`config.mk`:
```
export PLATFORM = sky130hd
export DESIGN_NAME = data_sync_mc
export DESIGN_NICKNAME = d
export VERILOG_FILES = /design/src/rtl/data_sync_pkg.sv /design/src/rtl/data_sync_ch.sv /design/src/rtl/data_sync_mc.sv
export SDC_FILE = /design/constraint.sdc
export NUM_CORES = 1
export LEC_CHECK = 0
export ABC_AREA = 1
export CAP_MARGIN = 20
export CORE_ASPECT_RATIO = 0.8
export CORE_UTILIZATION = 55
export DETAILED_ROUTE_END_ITERATION = 12
export DONT_BUFFER_PORTS = 1
export HOLD_SLACK_MARGIN = 0.08
export PLACE_DENSITY = 0.69
export SLEW_MARGIN = 20
export SYNTH_ARGS = -nofsm -noshare
export SYNTH_HDL_FRONTEND = slang
export SYNTH_SLANG_ARGS = --single-unit
```
`constraint.sdc`:
```
create_clock -name CLK -period 1.03 [get_ports CLK]
set_input_delay 0.2575 -clock CLK [delete_from_list [all_inputs] [get_ports CLK]]
set_output_delay 0.2575 -clock CLK [all_outputs]
set_load 0.1 [all_outputs]
```
`src/rtl/data_sync_pkg.sv`:
```
// Shared types and helpers for the multi-channel enable-qualified data synchroniser.
// Used by data_sync_ch and data_sync_mc.
package data_sync_pkg;

  typedef enum logic {
    DS_EMPTY = 1'b0,
    DS_FULL  = 1'b1
  } ds_state_e;

  localparam int DS_MODE_LEVEL  = 0;
  localparam int DS_MODE_TOGGLE = 1;

  function automatic int unsigned ds_slice_offset(input int unsigned ch, input int unsigned width);
    return ch * width;
  endfunction

endpackage

```
`src/rtl/data_sync_ch.sv`:
```
// One synchroniser channel: enable chain, edge detect, holding register with valid/ready and sticky flags.
// Optional data-stability check enabled by defining DATA_SYNC_STABLE_CHK_EN.
module data_sync_ch
  import data_sync_pkg::*;
#(
  parameter int NUM_STAGES  = 2,
  parameter int BUS_WIDTH   = 8,
  parameter int TOGGLE_MODE = DS_MODE_LEVEL
) (
  input  logic                 clk_i,
  input  logic                 rst_i,
  input  logic [BUS_WIDTH-1:0] unsync_bus_i,
  input  logic                 enable_i,
  input  logic                 ready_i,
  input  logic                 ovr_clr_i,
  output logic [BUS_WIDTH-1:0] sync_bus_o,
  output logic                 sync_valid_o,
  output logic                 enable_pulse_o,
  output logic                 overrun_o,
  output logic                 unstable_o
);

  logic [NUM_STAGES-1:0] chain_q;
  logic                  last_q;
  logic                  sync_w;
  logic                  evt_w;
  ds_state_e             state_q, state_d;
  logic [BUS_WIDTH-1:0]  bus_q, bus_d;
  logic                  pulse_q;
  logic                  ovr_q, ovr_d;

  assign sync_w = chain_q[NUM_STAGES-1];
  assign evt_w  = (TOGGLE_MODE == DS_MODE_TOGGLE) ? (sync_w ^ last_q) : (sync_w & ~last_q);

  always_ff @(posedge clk_i or posedge rst_i) begin
    if (rst_i) begin
      chain_q <= '0;
      last_q  <= 1'b0;
      state_q <= DS_EMPTY;
      bus_q   <= '0;
      pulse_q <= 1'b0;
      ovr_q   <= 1'b0;
    end else begin
      chain_q <= {chain_q[NUM_STAGES-2:0], enable_i};
      last_q  <= sync_w;
      state_q <= state_d;
      bus_q   <= bus_d;
      pulse_q <= evt_w;
      ovr_q   <= ovr_d;
    end
  end

  // An event while full is only an overrun if the held word is not being accepted in the same cycle.
  always_comb begin
    state_d = state_q;
    bus_d   = bus_q;
    ovr_d   = ovr_q;
    if (ovr_clr_i) ovr_d = 1'b0;
    case (state_q)
      DS_EMPTY: begin
        if (evt_w) begin
          state_d = DS_FULL;
          bus_d   = unsync_bus_i;
        end
      end
      DS_FULL: begin
        if (evt_w && ready_i) begin
          bus_d = unsync_bus_i;
        end else if (evt_w) begin
          ovr_d = 1'b1;
        end else if (ready_i) begin
          state_d = DS_EMPTY;
        end
      end
    endcase
  end

  assign sync_bus_o     = bus_q;
  assign sync_valid_o   = (state_q == DS_FULL);
  assign enable_pulse_o = pulse_q;
  assign overrun_o      = ovr_q;

`ifdef DATA_SYNC_STABLE_CHK_EN
  logic [BUS_WIDTH-1:0] data_q;
  logic                 unstable_q, unstable_d;

  always_comb begin
    unstable_d = unstable_q;
    if (ovr_clr_i) unstable_d = 1'b0;
    if (evt_w && (data_q != unsync_bus_i)) unstable_d = 1'b1;
  end

  always_ff @(posedge clk_i or posedge rst_i) begin
    if (rst_i) begin
      data_q     <= '0;
      unstable_q <= 1'b0;
    end else begin
      data_q     <= unsync_bus_i;
      unstable_q <= unstable_d;
    end
  end

  assign unstable_o = unstable_q;
`else
  assign unstable_o = 1'b0;
`endif

endmodule

```
`src/rtl/data_sync_mc.sv`:
```
// Multi-channel enable-qualified data synchroniser: NUM_CH independent data_sync_ch instances.
// Define DATA_SYNC_STABLE_CHK_EN to enable the per-channel UNSTABLE data check.
module data_sync_mc
  import data_sync_pkg::*;
#(
  parameter int NUM_STAGES  = 2,
  parameter int BUS_WIDTH   = 8,
  parameter int NUM_CH      = 2,
  parameter int TOGGLE_MODE = DS_MODE_LEVEL
) (
  input  logic                        CLK,
  input  logic                        RST,
  input  logic [NUM_CH*BUS_WIDTH-1:0] UNSYNC_BUS,
  input  logic [NUM_CH-1:0]           BUS_ENABLE,
  input  logic [NUM_CH-1:0]           SYNC_READY,
  input  logic                        OVR_CLR,
  output logic [NUM_CH*BUS_WIDTH-1:0] SYNC_BUS,
  output logic [NUM_CH-1:0]           SYNC_VALID,
  output logic [NUM_CH-1:0]           enable_pulse,
  output logic [NUM_CH-1:0]           OVERRUN,
  output logic [NUM_CH-1:0]           UNSTABLE
);

  for (genvar c = 0; c < NUM_CH; c++) begin : g_ch
    localparam int unsigned Off = ds_slice_offset(c, BUS_WIDTH);

    data_sync_ch #(
      .NUM_STAGES (NUM_STAGES),
      .BUS_WIDTH  (BUS_WIDTH),
      .TOGGLE_MODE(TOGGLE_MODE)
    ) u_ch (
      .clk_i         (CLK),
      .rst_i         (RST),
      .unsync_bus_i  (UNSYNC_BUS[Off +: BUS_WIDTH]),
      .enable_i      (BUS_ENABLE[c]),
      .ready_i       (SYNC_READY[c]),
      .ovr_clr_i     (OVR_CLR),
      .sync_bus_o    (SYNC_BUS[Off +: BUS_WIDTH]),
      .sync_valid_o  (SYNC_VALID[c]),
      .enable_pulse_o(enable_pulse[c]),
      .overrun_o     (OVERRUN[c]),
      .unstable_o    (UNSTABLE[c])
    );
  end

endmodule
```
==> impl_metrics.py <==
metrics = {
    "yosys": {
        "synth_top_area_cell": "dfrtp_1",
        "syn-cell-area_um2": 1095,
        "synth_area_leaders": "dfrtp_1, nand2_1, nand3_1",
        "yosysWarnings": 0,
        "synth_seq_cells": 28,
        "synth_top_area_share_pct": 64.00,
        "seq_area_frac_synth_pct": 64.00,
        "avgSynthCellArea_um2": 10.04,
        "yosysUniqueCellTypes": 9,
        "syn_inst": 109,
    },
    "timing": {
        "fin_worst_skew_ns": 0.01423,
        "hold_ws_ns": 0.1332,
        "rsz0062_at_grt": "yes",
        "tns_ns": -4.525,
        "fin_crit_sh_pct": 120.9,
        "fmax_mhz": 803.2,
        "min_period_ns": 1.245,
        "setup_ws_ns": -0.2151,
        "setup_viol": 30,
        "finalHoldViolCount": 0,
        "slew_violations": 0,
    },
    "pwr": {
        "share_comb_of_total_power_pct": 26.5,
        "p_per_area_nw_per_um2": 1955,
        "fin_total_pwr_mw": 3.306,
        "total_leakage_power_nw": 0.8087,
        "netSwitchingFraction_pct": 46.77,
        "pwr-share-clk_pct": 13.8,
        "ir_drop_mv": 1.426,
        "seqPwrFrac_pct": 59.7,
        "internal-power_mw": 1.760,
        "switching_power_mw": 1.546,
    },
    "cells_and_area": {
        "drive_above_1_share_pct": 40.69,
        "area_growth_pct": 54.51,
        "final-seq-area_um2": 750.7,
        "nNetsFinal": 169,
        "finalNonFillerCells": 169,
        "fin_util_pct": 90.25,
        "diodes": 0,
        "multi_input_area_um2": 351.6,
        "nFillCells": 73,
    },
    "clocking": {
        "clock_path_buffers": 2,
        "cts_tree": "done",
        "numCtsBuffers": 3,
        "path_clk_slew_ns": 0.14,
        "clkSinkCount": 28,
        "root_buffer": "clkbuf_4",
        "htreeDepth": 1,
        "clk-insertion-delay-late_ns": 0.33,
    },
    "setup_path": {
        "reg2reg_slack_ns": -0.08,
        "required_ns": 0.77,
        "worst-r2r-cell-count": 5,
        "worstReg2RegStart": "g_ch[0].u_ch.chain_q[1]$_DFF_PP0_",
        "timing.rr.end": "g_ch[0].u_ch.sync_bus_o[5]$_DFFE_PP0P_",
        "worstSetupStartpointType": "flop",
        "crit_path_max_fanout": 2,
        "cp-startpoint": "g_ch[0].u_ch.sync_bus_o[2]$_DFFE_PP0P_",
        "arrival_ns": 0.99,
        "end_kind": "primary output",
        "path_class": "reg -> out",
        "crit_cells": 0,
        "cp-endpoint": "SYNC_BUS[2]",
    },
    "route": {
        "ant_nets": 0,
        "dr.pass1.iters": 4,
        "wirelength_um": 2802,
        "wl_per_cell_um": 16.58,
        "num_vias": 890,
        "route.detailed.drc": 0,
        "drt_iter0_markers": 18,
        "via_per_inst": 5.266,
    },
    "status": {
        "status": "finished with violations",
        "violations": "setup timing",
    },
    "floorplanning": {
        "dieArea_um2": 2174,
        "die_h_um": 41.91,
        "start_util_pct": 58.41,
        "io_pins": 47,
        "die_w_um": 51.88,
        "coreArea_um2": 1874,
        "rows": 14,
    },
    "job": {
        "maxCapViolCount": 0,
    },
    "global_route": {
        "grt_max_degree": 29,
        "overflow": 0,
        "antenna_found_initial": 0,
        "grt_pass1_wl_um": 3850,
        "grt_util_all_layers_pct": 25.41,
        "grt_pass1_vias": 863,
    },
    "placement": {
        "placedCellCount": 140,
        "port-buffer-count": 0,
        "gp_congestion": 0.7065,
        "post-dp-hpwl_um": 1436,
    },
    "hold_path": {
        "holdPathStages": 3,
        "hold_path.class": "in -> reg",
    },
}
[repair_timing]
action	4_1_cts	5_1_grt
hold buffers	19	0
setup endpoints to repair	22	36
endpoints found under the hold margin	46	0
pin swaps	0	7
gates resized for setup	18	23
buffers inserted	1	5
[kinds of logic after synthesis]
kind of cell / share of synthesized area (%)
AOI/OAI and AO/OA: 0.9143
buffers and inverters: 9.600
DFF: 64.00
other: 0.3425
and+or+nand+nor: 25.14
[layout by cell type (no fill, tap or decap)]
cell / netlist / layout
buf_12: 0 / 10
buf_4: 10 / 6
dfrtp_1: 28 / 12
nand3_2: 0 / 3
conb_1: 1 / 2
inv_2: 0 / 1
nand3_1: 16 / 13
o21ai_0: 2 / 2
dlygate4sd3_1: 0 / 19
nand2_1: 40 / 30
nand2_2: 0 / 8
nand2_4: 2 / 3
clkbuf_1: 0 / 1
dfrtp_2: 0 / 4
clkbuf_4: 0 / 3
dfrtp_4: 0 / 12
buf_6: 0 / 6
nor2_4: 2 / 2
nand2_8: 0 / 1
inv_1: 8 / 7
[layer usage]
layer	up-vias	share of wire [%]	global-route usage, %
li1	400	-	-
met1	436	40	30.69
met2	48	51	43.59
met3	6	6.4	7.326
met4	0	1.8	7.568
met5	-	0	0
[power groups by stage]
stage,clock network (mW),registers [mW],logic (mW)
after floorplan,0,2.08,0.337
after global placement,0,1.93,0.689
after detailed placement,0,1.93,0.702
after CTS,0.458,1.96,0.785
after global routing,0.500,1.98,0.922
final,0.457,1.97,0.876
[synth_stat cells]
library cell	n
conb_1	1
buf_4	10
dfrtp_1	28
o21ai_0	2
nand2_1	40
nor2_4	2
nand2_4	2
inv_1	8
nand3_1	16
[metrics by stage]
step	worst slack (ns)	area (µm²)
CTS	-0.2058	1570
detailed placement	0.04710	1294
global placement	0.08527	1294
global route	-0.2340	1692
floorplan	0.1130	1119
finish	-0.2151	1692
[flip-flops by register name, summed over array words and instances, names as in the netlist]
signal	flops
g_ch.u_ch.chain_q	4
g_ch.u_ch.overrun_o	2
g_ch.u_ch.last_q	2
g_ch.u_ch.sync_valid_o	2
g_ch.u_ch.sync_bus_o	16
g_ch.u_ch.enable_pulse_o	2
[area by class of cell]
| type | instances | area share [%] |
|---|---|---|
| Multi-Input combinational cell | 64 | 20.78 |
| Sequential cell | 28 | 44.38 |
| Timing Repair Buffer | 41 | 29.73 |
| Inverter | 8 | 1.775 |
| Tap cell | 24 | 1.775 |
| Clock buffer | 4 | 1.553 |
[worst min-delay path by stage]
| stage | startpoint | to |
|---|---|---|
| after floorplan | BUS_ENABLE[0] | g_ch[0].u_ch.chain_q[0]$_DFF_PP0_ |
| after global placement | RST | g_ch[0].u_ch.overrun_o$_DFF_PP0_ |
| after detailed placement | RST | g_ch[0].u_ch.chain_q[0]$_DFF_PP0_ |
| after CTS | OVR_CLR | g_ch[1].u_ch.overrun_o$_DFF_PP0_ |
| after global routing | OVR_CLR | g_ch[1].u_ch.overrun_o$_DFF_PP0_ |
| final | OVR_CLR | g_ch[1].u_ch.overrun_o$_DFF_PP0_ |
Power figures use the tool's default switching activity.
